[src/rtl/alu_iter.sv]
// ============================================================================
// Module   : alu_iter
// Brief    : Multi-cycle ALU with single-cycle logic/arith ops and an
//            iterative shift-add multiplier. Define ALU_DIVU_EN to add the
//            iterative restoring divider for code 7.
// Revision : 1.0 - initial release
// ============================================================================
`default_nettype none

module alu_iter #(
  parameter int WIDTH = 32
) (
  input  logic             clk,
  input  logic             rst_n,
  input  logic [WIDTH-1:0] MuxAtoALU,
  input  logic [WIDTH-1:0] MuxBtoALU,
  input  logic [2:0]       ALUControl,
  input  logic             start,
  output logic             busy,
  output logic             done,
  output logic [WIDTH-1:0] ALUOut,
  output logic [WIDTH-1:0] HiOut,
  output logic             Zero
);

  localparam int                 c_CNT_W = (WIDTH > 1) ? $clog2(WIDTH) : 1;
  localparam logic [c_CNT_W-1:0] c_LAST  = c_CNT_W'(WIDTH - 1);

  localparam logic [1:0] c_IDLE = 2'd0;
  localparam logic [1:0] c_ITER = 2'd1;
  localparam logic [1:0] c_FIN  = 2'd2;

  localparam logic [2:0] c_OP_ADD   = 3'd0;
  localparam logic [2:0] c_OP_SUB   = 3'd1;
  localparam logic [2:0] c_OP_AND   = 3'd2;
  localparam logic [2:0] c_OP_OR    = 3'd3;
  localparam logic [2:0] c_OP_SLT   = 3'd4;
  localparam logic [2:0] c_OP_NOR   = 3'd5;
  localparam logic [2:0] c_OP_MULTU = 3'd6;
  localparam logic [2:0] c_OP_DIVU  = 3'd7;

  logic [1:0]         r_state;
  logic [1:0]         w_nextState;
  logic [c_CNT_W-1:0] r_count;
  logic [WIDTH-1:0]   r_operand;
  logic [WIDTH-1:0]   r_hi;
  logic [WIDTH-1:0]   r_lo;
  logic [WIDTH-1:0]   w_hiNext;
  logic [WIDTH-1:0]   w_loNext;
  logic [WIDTH-1:0]   w_aluRes;
  logic [WIDTH:0]     w_mulSum;
  logic               w_accept;
  logic               w_iterOp;
  logic               w_lastIter;

`ifdef ALU_DIVU_EN
  logic               r_isDiv;
  logic [WIDTH:0]     w_divRem;
  logic               w_divGe;
  logic [WIDTH-1:0]   w_divDiff;
`endif

  assign w_accept   = (r_state == c_IDLE) && start;
  assign w_lastIter = (r_count == c_LAST);
  assign Zero       = (ALUOut == '0);

`ifdef ALU_DIVU_EN
  assign w_iterOp = (ALUControl == c_OP_MULTU) || (ALUControl == c_OP_DIVU);
`else
  assign w_iterOp = (ALUControl == c_OP_MULTU);
`endif

  // Single-cycle result; code 7 falls to zero when the divider is absent.
  always_comb begin
    w_aluRes = '0;
    case (ALUControl)
      c_OP_ADD: w_aluRes = MuxAtoALU + MuxBtoALU;
      c_OP_SUB: w_aluRes = MuxAtoALU - MuxBtoALU;
      c_OP_AND: w_aluRes = MuxAtoALU & MuxBtoALU;
      c_OP_OR:  w_aluRes = MuxAtoALU | MuxBtoALU;
      c_OP_SLT: w_aluRes[0] = $signed(MuxAtoALU) < $signed(MuxBtoALU);
      c_OP_NOR: w_aluRes = ~(MuxAtoALU | MuxBtoALU);
      default:  w_aluRes = '0;
    endcase
  end

  // Multiply step: {hi,lo} holds partial product over the shifting multiplier.
  assign w_mulSum = {1'b0, r_hi} + (r_lo[0] ? {1'b0, r_operand} : '0);

`ifdef ALU_DIVU_EN
  // Divide step: hi is the remainder, lo shifts dividend out and quotient in.
  // A zero divisor always compares as fitting, giving all-ones and rem = A.
  assign w_divRem  = {r_hi, r_lo[WIDTH-1]};
  assign w_divGe   = (w_divRem >= {1'b0, r_operand});
  assign w_divDiff = w_divRem[WIDTH-1:0] - r_operand;
`endif

  always_comb begin
    w_hiNext = w_mulSum[WIDTH:1];
    w_loNext = {w_mulSum[0], r_lo[WIDTH-1:1]};
`ifdef ALU_DIVU_EN
    if (r_isDiv) begin
      w_hiNext = w_divGe ? w_divDiff : w_divRem[WIDTH-1:0];
      w_loNext = {r_lo[WIDTH-2:0], w_divGe};
    end
`endif
  end

  always_ff @(posedge clk or negedge rst_n) begin
    if (!rst_n) begin
      r_state <= c_IDLE;
    end else begin
      r_state <= w_nextState;
    end
  end

  always_comb begin
    w_nextState = r_state;
    case (r_state)
      c_IDLE:  if (start) w_nextState = w_iterOp ? c_ITER : c_FIN;
      c_ITER:  if (w_lastIter) w_nextState = c_FIN;
      c_FIN:   w_nextState = c_IDLE;
      default: w_nextState = c_IDLE;
    endcase
  end

  always_comb begin
    busy = (r_state == c_ITER);
    done = (r_state == c_FIN);
  end

  always_ff @(posedge clk or negedge rst_n) begin
    if (!rst_n) begin
      r_count   <= '0;
      r_operand <= '0;
      r_hi      <= '0;
      r_lo      <= '0;
      ALUOut    <= '0;
      HiOut     <= '0;
`ifdef ALU_DIVU_EN
      r_isDiv   <= 1'b0;
`endif
    end else if (w_accept) begin
      if (w_iterOp) begin
        r_count <= '0;
        r_hi    <= '0;
`ifdef ALU_DIVU_EN
        r_isDiv   <= (ALUControl == c_OP_DIVU);
        r_lo      <= (ALUControl == c_OP_DIVU) ? MuxAtoALU : MuxBtoALU;
        r_operand <= (ALUControl == c_OP_DIVU) ? MuxBtoALU : MuxAtoALU;
`else
        r_lo      <= MuxBtoALU;
        r_operand <= MuxAtoALU;
`endif
      end else begin
        ALUOut <= w_aluRes;
      end
    end else if (r_state == c_ITER) begin
      r_count <= r_count + 1'b1;
      r_hi    <= w_hiNext;
      r_lo    <= w_loNext;
      if (w_lastIter) begin
        ALUOut <= w_loNext;
        HiOut  <= w_hiNext;
      end
    end
  end

endmodule

`default_nettype wire

[config.mk]
export PLATFORM = sky130hd
export DESIGN_NAME = alu_iter
export DESIGN_NICKNAME = d
export VERILOG_FILES = /design/src/rtl/alu_iter.sv
export SDC_FILE = /design/constraint.sdc
export NUM_CORES = 1
export LEC_CHECK = 0
export CAP_MARGIN = 20
export CORE_MARGIN = 3
export CORE_UTILIZATION = 40
export CTS_BUF_LIST = sky130_fd_sc_hd__clkbuf_2 sky130_fd_sc_hd__clkbuf_4 sky130_fd_sc_hd__clkbuf_8
export DETAILED_ROUTE_END_ITERATION = 10
export SKIP_CTS_REPAIR_TIMING = 1
export SLEW_MARGIN = 15
export SYNTH_ARGS = -nofsm -noshare
export SYNTH_HDL_FRONTEND = slang
export SYNTH_SLANG_ARGS = --single-unit
export TNS_END_PERCENT = 50
[constraint.sdc]
create_clock -name clk -period 2.9 [get_ports clk]
set_clock_uncertainty 0.2 [all_clocks]
set_input_delay 0.58 -clock clk [delete_from_list [all_inputs] [get_ports clk]]
set_output_delay 0.58 -clock clk [all_outputs]
set_load 0.05 [all_outputs]
Word-level counts from Yosys, hierarchy flattened
Cells that the tools add are included.
Storage, ports and cells
  flip-flop bits (word level): 167
  input port bits: 70
  word-level logic and storage cells: 60
Cells by class
  add/sub/neg operators: 4
  magnitude comparators: 1
  equality and inequality tests: 13
  mux-type cells: 20
  bitwise operators: 4
  reduce and logical (&&, ||, !) cells: 11
Operators by type and width (number)
  2-to-1 mux 32 bit: 11
  case mux 31 bit (5 select lines): 1
  adder 32 x 32 -> 33 bit: 1
  adder 32 bit: 1
  bitwise AND 32 bit: 1
  logical NOT 32 bit: 1
  < comparator 32 bit: 1
  NOT 32 bit: 1
  bitwise OR 32 bit: 1
  subtractor 32 bit: 1
  2-to-1 mux 5 bit: 3
  == test 3 bit (second input constant): 3
  == test 3 x 2 -> 1 bit (second input constant): 2
  2-to-1 mux 2 bit: 3
  case mux 1 bit (6 select lines): 1
  AND reduction 2 bit: 3
  AND reduction 3 bit: 2
  adder 5 x 1 -> 5 bit (second input constant): 1
  == test 5 bit (second input constant): 1
  inequality test 2 x 1 -> 1 bit (second input constant): 2
  inequality test 2 bit (second input constant): 2
  case mux 2 bit (2 select lines): 1
  nonzero test 2 bit: 2
  == test 3 x 1 -> 1 bit (second input constant): 1
  other kinds (6): 6

Longest topological paths before layout
  word-level depth: 5
  depth in mapped cells: 14

Worst setup path after synthesis
No wires, ideal clock.
  path type: in2reg
  start: input MuxAtoALU[0]
  end: register ALUOut[28]
  setup time: 0.131 ns
  data arrival time: 3.117 ns
  setup slack: -0.548 ns
  stages: 12
  path buffers: 0
  cells stage by stage: ha_1 -> fa_1 -> a21o_1 -> a221oi_2 -> nor3_1 -> nor3_2 -> o41ai_1 -> a221oi_2 -> and4b_1 -> nor4_2 -> mux2i_1 -> a31oi_1
On the way
  word-level cells in the longest chain between the ends: 4
RTL lines
  start: declaration: RTL line 15  | input logic [WIDTH-1:0] MuxAtoALU,
  subtractor 32 bit or adder 32 bit (tied branches): RTL line 78, 77
  case mux 31 bit (5 select lines) (*): RTL line 76  | case (ALUControl)
  2-to-1 mux 32 bit (*): RTL line 144  | if (w_iterOp) begin
  2-to-1 mux 32 bit (*): RTL line 143  | end else if (w_accept) begin
  end signal: assignment: RTL line 156  | ALUOut <= w_aluRes;
  end signal: assignment: RTL line 163  | ALUOut <= w_loNext;
  end: declaration: RTL line 21  | output logic [WIDTH-1:0] ALUOut,
Every way passes the cells marked *; elsewhere a longest branch is shown, timed or not. The select of a mux whose other input is x is not followed.
A chain may end at the register's enable or synchronous reset.

Final worst setup path
Ends and elaborated chain as after synthesis.

==> summary.txt <==
Synthesis
  – Average cell area after synthesis: roughly 8.0 um^2
  – Number of enable flip-flop cells after synthesis: 0
  – Synth Cell Area: around 14000 um^2
  – Largest family of logic cells by synthesized area: compound AO/OA/AOI/OAI gates
  – Post-synthesis compound-gate area fraction: between 20% and 30%
  – XOR/XNOR share of the synthesized area: between 2 and 2.5%
  – Cell variety after synth: 87
  – Ys flop type: dfrtp_1
  – Synth Register Bits: 167
  – Ys async rst share: between 90% and 100%
  – Syn nets: approximately 1900
  – Post-synthesis adder-cell area fraction: between 10% and 20%
  – Synth Area in Simple Gates: a little under a fifth
  – Sequential area share after synthesis: 30.5%
  – Ys Warns: 0
  – Post-synthesis mux area share: less than 1%
  – Synth Instances: around 1700

Drt
  – Post-route ant nets: 0
  – Post-DR vias/cell: 5.53
  – Number of remaining DRC errors: 0
  – Total Wirelength: between 50 and 60 mm
  – Via Count: approximately 15000
  – First-pass iteration count of the detailed router: 6
  – Initial DRC Count: roughly 1100
  – Average wire per standard cell: about 20 um

STA
  – Final setup violation count: 39
  – Final min period: around 3300 ps
  – Final Hold Fails: 0
  – Final worst slack: -424 ps
  – Fin. max-slew vios: 0
  – Worst-Margin Slew: 861 ps
  – Tcrit/Tclk final: 115%
  – FMAX: ~300 MHz
  – Max transition margin: approximately 43%
  – RSZ-0062 raised after global routing: yes

Critical path
  – Crit Path Category: primary input to register
  – Slowest CP cell: fa_2
  – CP Launch Type: primary input
  – CP Max Fanout: 3
  – Critical path required time: 3110 ps
  – Critical Path, Cell by Cell: buf_6 -> buf_12 -> ha_4 -> fa_2 -> a21o_4 -> a221oi_4 -> nor3_4 -> nor3_4 -> o41ai_4 -> a221oi_2 -> and4b_2 -> nor4_4 -> mux2i_1 -> a31oi_1
  – Most numerous cell on the critical path: nor3_4
  – Max incr delay on CP: slightly below 400 ps
  – Worst r2r src: r_lo[0]$_DFFE_PN0P_
  – Worst reg-to-reg path cell count: 15
  – R2R Setup Slk: -410 ps
  – Setup crit end kind: register
  – FF-to-FF End: HiOut[31]$_DFFE_PN0P_
  – Crit path DAT: 3530 ps

Layout
  – Diode count: 0
  – Final core utilization: 62.4%
  – Nets: 2469
  – Finished Layout Cells: 2712
  – Fin area: ~21000 um^2
  – Area Overhead vs Synth: 53.2%
  – Most common cell after layout, fill and taps aside: buf_4
  – Most frequent cells in the layout: buf_4 (454), nand2_1 (220), dfrtp_1 (166)
  – Layout cells sized above 1: 35.0%

Run
  – Max-cap violations: 0

Outcome
  – Outcome: finished with violations
  – Failing checks: negative setup slack

Clock tree
  – CTS buffer count: 17
  – Root buf cell: clkbuf_8
  – CTS clk-pin slew, worst paths: roughly 120 ps
  – H-tree levels: 4
  – Maximum buffer depth of the clock tree: 2
  – CTS tree: done
  – Clk_lat worst skew: around 510 ps
  – CTS sink count: around 170

Die
  – DIE AREA: approximately 37000 um^2
  – Core Area: 33700 um^2
  – Die height: around 190 um
  – Initial Util: between 40% and 50%
  – Die width: approximately 190 um
  – Std cell rows: 67
  – I/O pin count: 137

Pwr
  – VDD IR max: between 0.0005 and 0.0006 V
  – Power density cells: 608 nW/um^2
  – Leakage power total: 0.00994 uW

Global routing
  – Met2 GRT Util: a little under half
  – First-pass GRT wire length: 81.0 mm
  – GRT Residual Overflow: 0
  – Met1 global-route usage: 40.2%
  – Largest net degree at the start of global routing: around 110
  – Total GRT Usage: between 20% and 30%
  – Vias in the first global route: roughly 15000
  – GRT met3 Usage: ~4.8%
  – Most Used Layer, Global Route: met2
  – Initial antenna violation count: 3

Placed design
  – Pre-CTS WS: -1260 ps
  – Placed Cells incl. Taps: between 2000 and 3000
  – HPWL Detailed: 40.8 mm
  – Gp weighted congestion: between 0.9 and 1
  – Dpl cell area: approximately 19000 um^2
  – Buffers on Ports: approximately 140

Hold path
  – Endpoint, Worst Hold: r_operand[1]$_DFFE_PN0P_
  – Hold Path Cell Cnt: 3
  – Hold_sp: MuxAtoALU[1]
  – Hold crit path type: primary input to register
## Yosys cell counts (19+ instances only)
master | number | share of area [%]
a21o_1 | 35 | 1.9
nor2_1 | 121 | 3.3
a221oi_1 | 19 | 1.2
nor3_1 | 21 | 0.77
a21oi_1 | 145 | 5.3
o21ai_0 | 166 | 6.1
and2_1 | 46 | 2.1
dfrtp_1 | 167 | 30
xnor2_1 | 20 | 1.3
nand2_1 | 228 | 6.2
ha_1 | 145 | 13
inv_1 | 104 | 2.8
a22oi_1 | 35 | 1.9
clkbuf_1 | 84 | 2.3
nand3_1 | 58 | 2.1
## cell type report
cell class | count | area (um^2)
Multi-Input combinational cell | 1344 | 10300
Clock inverter | 14 | 155
Timing Repair Buffer | 613 | 5130
Sequential cell | 167 | 4180
Tap cell | 448 | 561
Clock buffer | 18 | 241
Fill cell | 3050 | 12700
Inverter | 108 | 453
## how the worst max path moves through the flow
stage	startpoint	to
3_3_place_gp	MuxAtoALU[0]	ALUOut[28]$_DFFE_PN0P_
3_5_place_dp	MuxAtoALU[4]	ALUOut[23]$_DFFE_PN0P_
4_1_cts	MuxBtoALU[2]	ALUOut[19]$_DFFE_PN0P_
6_report	MuxAtoALU[0]	ALUOut[28]$_DFFE_PN0P_
5_1_grt	MuxAtoALU[0]	ALUOut[28]$_DFFE_PN0P_
2_1_floorplan	MuxAtoALU[0]	ALUOut[28]$_DFFE_PN0P_
## through the flow
step           setup TNS (ps)  total power (uW)  hold slack (ps)
5_1_grt                -11790             13600              202
3_5_place_dp           -41530             10100              263
6_report                -6250             12800              219
3_3_place_gp           -40270             10000              253
2_1_floorplan           -2000              7260             84.4
4_1_cts                -26290             11900             -170
## per-layer routing
layer  vias to the layer above  share of wire [%]  wire length [um]
li1                       7236                  -                 -
met5                         -                  0                 0
met3                        67                5.9              3170
met2                       484                 46             24500
met1                      7212                 46             24900
met4                         0                2.3              1240
## where the power goes
group	internal, uW	leakage, uW	switching [uW]
Sequential	3130	0.00218	715
Clock	726	0.000202	1060
Combinational	3100	0.00756	4040
## logic make-up (layout without fill, tap and decap cells)
group	Yosys count	count (layout)
AO/OA/AOI/OAI	598	598
multiplexers	8	8
XOR/XNOR	38	38
adder cells (fa/ha/maj)	148	148
buffers and inverters	212	753
AND/OR/NAND/NOR	552	552
flip-flops	167	167
## registers in the layout, indices dropped and copies added (netlist names)
register,count
ALUOut,32
HiOut,32
r_count,5
r_hi,32
r_lo,32
r_operand,32
r_state,2
## critical path, delay by kind of cell
kind            cells  cell delay, ps
buf+inv             2             220
simple gates        4             880
fa+ha+maj           2             550
mux                 1             210
compound gates      5            1070
Power figures use the tool's default switching activity.
==> variant 1: new RTL, same flow settings <==
Build with the macro `ALU_DIVU_EN` defined.
--- a/src/rtl/alu_iter.sv
+++ b/src/rtl/alu_iter.sv
@@ -6,6 +6,8 @@
 // Revision : 1.0 - initial release
 // ============================================================================
 `default_nettype none
+
+`define ALU_DIVU_EN
 
 module alu_iter #(
   parameter int WIDTH = 32
Behaviour: not the same (Yosys sat finds a counterexample within 4 cycles, from zero or initial values and one cycle with rst_n low).
==> variant 1 against the original RTL <==
The run still ends with setup timing left. Setup slack got worse by 310 ps. Sequential share of layout area is 4.7 points lower. Sequential cell count grew 1. Area after synthesis is 27% higher. Routed wire length rose by 43%. Final area rose by 32%. Total power increased by 92%. Die area increased by 26%. Largest cell class unchanged.
==> variant 1: results (changes against the original RTL) <==
| Metric | Value |
|---|---|
| Crit path largest cell delay | 430 ps (+40 ps) |
| Pre-CTS WS | -1350 ps (-86.93 ps) |
| Maximum fanout encountered on the critical timing path | 6 (+3) |
| Proportion of layout cells with a drive suffix above 1 | 39.38% (+4.3 points) |
| Placed Cells | 3,549 (+34%) |
| Cell type of the slowest stage on the worst timing path | sky130_fd_sc_hd__dfrtp_1 |
| Critical R2R Capture | r_hi[30]$_DFFE_PN0P_ |
| Violations in the final reports | setup timing |
| Distinct cells, synth | 94 (+8.0%) |
| Data arrival time of the worst path | 3800 ps (+270 ps) |
| Outcome | complete, but fails checks |
| Beginning of the critical path | r_lo[0]$_DFFE_PN0P_ |
| Post-layout net count | 3,311 (+34%) |
| Start point of the worst hold path | HiOut[5]$_DFFE_PN0P_ |
| Worst setup margin | -733.1 ps (-309.6 ps) |
| Number of vias after detailed routing | 20,663 (+38%) |
| Cell Area, Placed | 24,660 um^2 (+30%) |
| Number of instances in the synthesized netlist | 2,286 (+33%) |
| Routed WL per cell | 21.06 um (+6.0%) |
| Power share of the sequential group | 17.0% (-13 points) |
| Path category of the worst min-delay check | reg -> reg |
| First-pass GRT wire length | 113,000 um (+39%) |
| Detailed router's first-iteration violation count | 1,699 (+53%) |
| Portion of total power attributed to the clock network | 7.2% (-6.8 points) |
| Portion of the post-synthesis area used by sequential elements | 24.16% (-6.3 points) |
| Leak Pwr | 13.09 nW (+32%) |
| Worst hold margin | 278.5 ps (+59.53 ps) |
| Total of endpoints with negative setup slack in the final report | 81 (+110%) |
| Worst voltage drop across the vdd grid | 0.0004695 V (-7.0%) |
| Largest cells by area after synthesis | sky130_fd_sc_hd__dfrtp_1 24%, sky130_fd_sc_hd__ha_1 13%, sky130_fd_sc_hd__a21oi_1 6.0% |
| Mapped Nets | 2,537 (+31%) |
| Via count of the first global-routing pass | 19,591 (+34%) |
| Min-Delay Path Depth | 2 (-1) |
| Internal power component | 12.80 mW (+84%) |
| Switching part of the total | 47.80% (+2.3 points) |
| Clock-pin transition on the worst setup and hold timing paths | 100 ps (-20 ps) |
| TritonRoute pass-1 iters | 5 (-1) |
| Hold Path Sink | HiOut[5]$_DFFE_PN0P_ |
| Non-filler instance count after layout | 3,650 (+35%) |
| Pin count of the biggest net entering global routing | 75 (-29%) |
| Synth top cells by count | 235 x sky130_fd_sc_hd__nand2_1, 212 x sky130_fd_sc_hd__nor2_1, 210 x sky130_fd_sc_hd__a21oi_1 |
variant 1: tightest hold or removal path, cell delays in order (launching register included):
cell and delay, ps:
sky130_fd_sc_hd__dfrtp_1 360, sky130_fd_sc_hd__nand2_1 50, sky130_fd_sc_hd__nand2_1 50
variant 1: metal layers:
layer  vias up  GRT usage (%)  share of wire (%)
met5         -              0              0.017
met3       145          3.103                5.9
li1       9826              -                  -
met4         2          8.206                2.7
met1      9967          45.29                 46
met2       723          48.69                 45
variant 1: cell families after synthesis:
family | synth area share, %
xor gates and xnor gates | 3.373
muxes | 3.272
AOI/OAI and AO/OA | 30.85
and+or+nand+nor | 18.59
buffers and inverters | 6.566
adders and majority gates | 13.19
DFF | 24.16
variant 1: area by class of cell:
class / instances / area (um^2)
clock buffers: 21 / 276.5
clock inverters: 11 / 112.6
fillers: 3714 / 14720
inverters: 145 / 581.8
multi-input cells: 1827 / 14110
flip-flops and latches: 168 / 4209
well taps: 577 / 721.9
repair buffers: 901 / 7680
==> variant 2: new RTL, same flow settings <==
Made on the original files. Add an input register stage for `start`, cleared by the reset; this delays it by one clock. The other inputs are not delayed to match.
--- a/src/rtl/alu_iter.sv
+++ b/src/rtl/alu_iter.sv
@@ -39,6 +39,16 @@
   localparam logic [2:0] c_OP_MULTU = 3'd6;
   localparam logic [2:0] c_OP_DIVU  = 3'd7;
 
+  logic start_q;
+
+  always_ff @(posedge clk or negedge rst_n) begin
+    if (!rst_n) begin
+      start_q <= '0;
+    end else begin
+      start_q <= start;
+    end
+  end
+
   logic [1:0]         r_state;
   logic [1:0]         w_nextState;
   logic [c_CNT_W-1:0] r_count;
@@ -60,7 +70,7 @@
   logic [WIDTH-1:0]   w_divDiff;
 `endif
 
-  assign w_accept   = (r_state == c_IDLE) && start;
+  assign w_accept   = (r_state == c_IDLE) && start_q;
   assign w_lastIter = (r_count == c_LAST);
   assign Zero       = (ALUOut == '0);
 
@@ -117,7 +127,7 @@
   always_comb begin
     w_nextState = r_state;
     case (r_state)
-      c_IDLE:  if (start) w_nextState = w_iterOp ? c_ITER : c_FIN;
+      c_IDLE:  if (start_q) w_nextState = w_iterOp ? c_ITER : c_FIN;
       c_ITER:  if (w_lastIter) w_nextState = c_FIN;
       c_FIN:   w_nextState = c_IDLE;
       default: w_nextState = c_IDLE;
Formal check against the unedited RTL: not equivalent (a bounded check fails within 4 cycles, from zero or initial values and one cycle with rst_n low).
==> variant 2 against the original RTL <==
The run still ends with setup timing left. Final area shrank 0.66%. Sequential share of layout area grew 0.25 points. Setup slack worse by 7.2 ps. Total power decreased by 7.4%. Utilization decreased by 0.41 points. Sequential cell count rose by 1. First-iteration DRC count decreased by 8.7%. Count of clock-buffer cells in the layout is 3 higher. Non-clock buffer count decreased by 7. Final cell count is 0.26% lower. Worst hold slack lost 46 ps. Combinational power is 9.9% lower. Routed wire length decreased by 0.99%. Area after synthesis is 0.18% higher. Highest routed layer unchanged.
==> variant 2: results (changes against the original RTL) <==
| Metric | Value |
|---|---|
| Outcome | complete, but fails checks |
| Violations in the final reports | setup timing |
| Pre-CTS WS | -1267 ps (-3.690 ps) |
| Detailed router's first-iteration violation count | 1,013 (-8.7%) |
| Maximum count of clock buffers along a single path | 2 (unchanged) |
| Total of endpoints with negative setup slack in the final report | 56 (+44%) |
| Routed WL per cell | 19.72 um (-0.73%) |
| Proportion of layout cells with a drive suffix above 1 | 34.56% (-0.47 points) |
| Maximum fanout encountered on the critical timing path | 4 (+1) |
| Portion of the post-synthesis area used by sequential elements | 30.58% (+0.13 points) |
| First-pass GRT wire length | 79,810 um (-1.5%) |
| Compound-Gate Fraction of Synth Area | 28.53% (-0.052 points) |
| Synth top cells by count | 228 x sky130_fd_sc_hd__nand2_1, 168 x sky130_fd_sc_hd__dfrtp_1, 166 x sky130_fd_sc_hd__o21ai_0 |
| Leak Pwr | 9.943 nW (about the same) |
| Portion of netlist area occupied by mux cells | 0.5916% (-0.0011 points) |
| Worst setup margin | -430.7 ps (-7.176 ps) |
| Via count of the first global-routing pass | 14,359 (-1.5%) |
| Initial antenna violation count | 0 (-3) |
| Number of vias after detailed routing | 15,080 (+0.54%) |
| Mapped Nets | 1,942 (+0.052%) |
| Dpl hpwl | 40,430 um (-0.88%) |
| Parity-gate share of the synthesized area counting xor and xnor cells | 2.421% (-0.0044 points) |
| Data arrival time of the worst path | 3500 ps (-30 ps) |
| Pin count of the biggest net entering global routing | 95 (-9.5%) |
| Global placer's final weighted congestion | 0.9770 (-1.4%) |
| Worst voltage drop across the vdd grid | 0.0004269 V (-15%) |
==> variant 2: layout make-up <==
cell class	count	area [um^2]
clock buffer	21	282.8
clock inverter	10	83.83
fill	2992	12820
inverter	108	462.9
multi-input combinational	1344	10160
sequential	168	4205
tap	448	560.5
timing repair buffer	606	5124
==> variant 2: cells by family (layout without fill, tap and decap cells) <==
family,Yosys count,in the layout
mux,8,8
compound gates,598,598
buf+inv,212,745
simple gates,552,552
fa+ha+maj,148,148
xor+xnor,38,38
flops,168,168
==> variant 2: worst paths after layout <==
| check | start | endpoint | slack (ps) | depth (start not counted) |
|---|---|---|---|---|
| setup / recovery | r_lo[0]$_DFFE_PN0P_ | r_hi[17]$_DFFE_PN0P_ | -430 | 15 |
| hold / removal | MuxAtoALU[1] | r_operand[1]$_DFFE_PN0P_ | 170 | 3 |
| setup reg to reg | r_lo[0]$_DFFE_PN0P_ | r_hi[17]$_DFFE_PN0P_ | -430 | 15 |
| hold reg to reg | r_operand[12]$_DFFE_PN0P_ | r_operand[12]$_DFFE_PN0P_ | 280 | 2 |
| max in group asynchronous | rst_n | r_lo[12]$_DFFE_PN0P_ | 1410 | 3 |
| min in group asynchronous | rst_n | HiOut[4]$_DFFE_PN0P_ | 320 | 2 |
==> variant 2: metal layers <==
layer	up-vias	global-route usage, %	share of wire (%)
li1	7219	-	-
met1	7272	39.98	46
met2	495	44.86	46
met3	94	3.943	5.7
met4	0	6.689	2.5
met5	-	0	0
==> variant 2: critical path, cell delays in order, from the launching register on <==
cell and delay (ps):
sky130_fd_sc_hd__dfrtp_2 480, sky130_fd_sc_hd__and2_4 190, sky130_fd_sc_hd__ha_4 150, sky130_fd_sc_hd__inv_2 50
sky130_fd_sc_hd__fa_2 220, sky130_fd_sc_hd__nor2b_2 50, sky130_fd_sc_hd__o31a_1 320, sky130_fd_sc_hd__buf_6 140
sky130_fd_sc_hd__o211ai_1 270, sky130_fd_sc_hd__a31oi_2 180, sky130_fd_sc_hd__o21a_1 230, sky130_fd_sc_hd__o21ai_1 130
sky130_fd_sc_hd__nand2b_1 100, sky130_fd_sc_hd__a31oi_2 160, sky130_fd_sc_hd__xor2_1 240, sky130_fd_sc_hd__o21ai_1 90
==> variant 2: where the power goes <==
group / leakage (nW) / internal, mW / total (mW) / switching (mW)
sequential: 2.04 / 3.05 / 3.69 / 0.641
combinational: 7.71 / 2.86 / 6.43 / 3.57
clock: 0.185 / 0.684 / 1.71 / 1.03
==> variant 2: stage by stage <==
step	utilization (%)	instance area [um^2]	setup TNS (ps)	std cells
2_1_floorplan	-	14030	-2000	1724
3_3_place_gp	56.16	18920	-39200	2637
3_5_place_dp	56.16	18920	-41760	2637
4_1_cts	57.24	19290	-26910	2668
5_1_grt	61.97	20880	-16760	2705
6_report	61.97	20880	-9544	2705
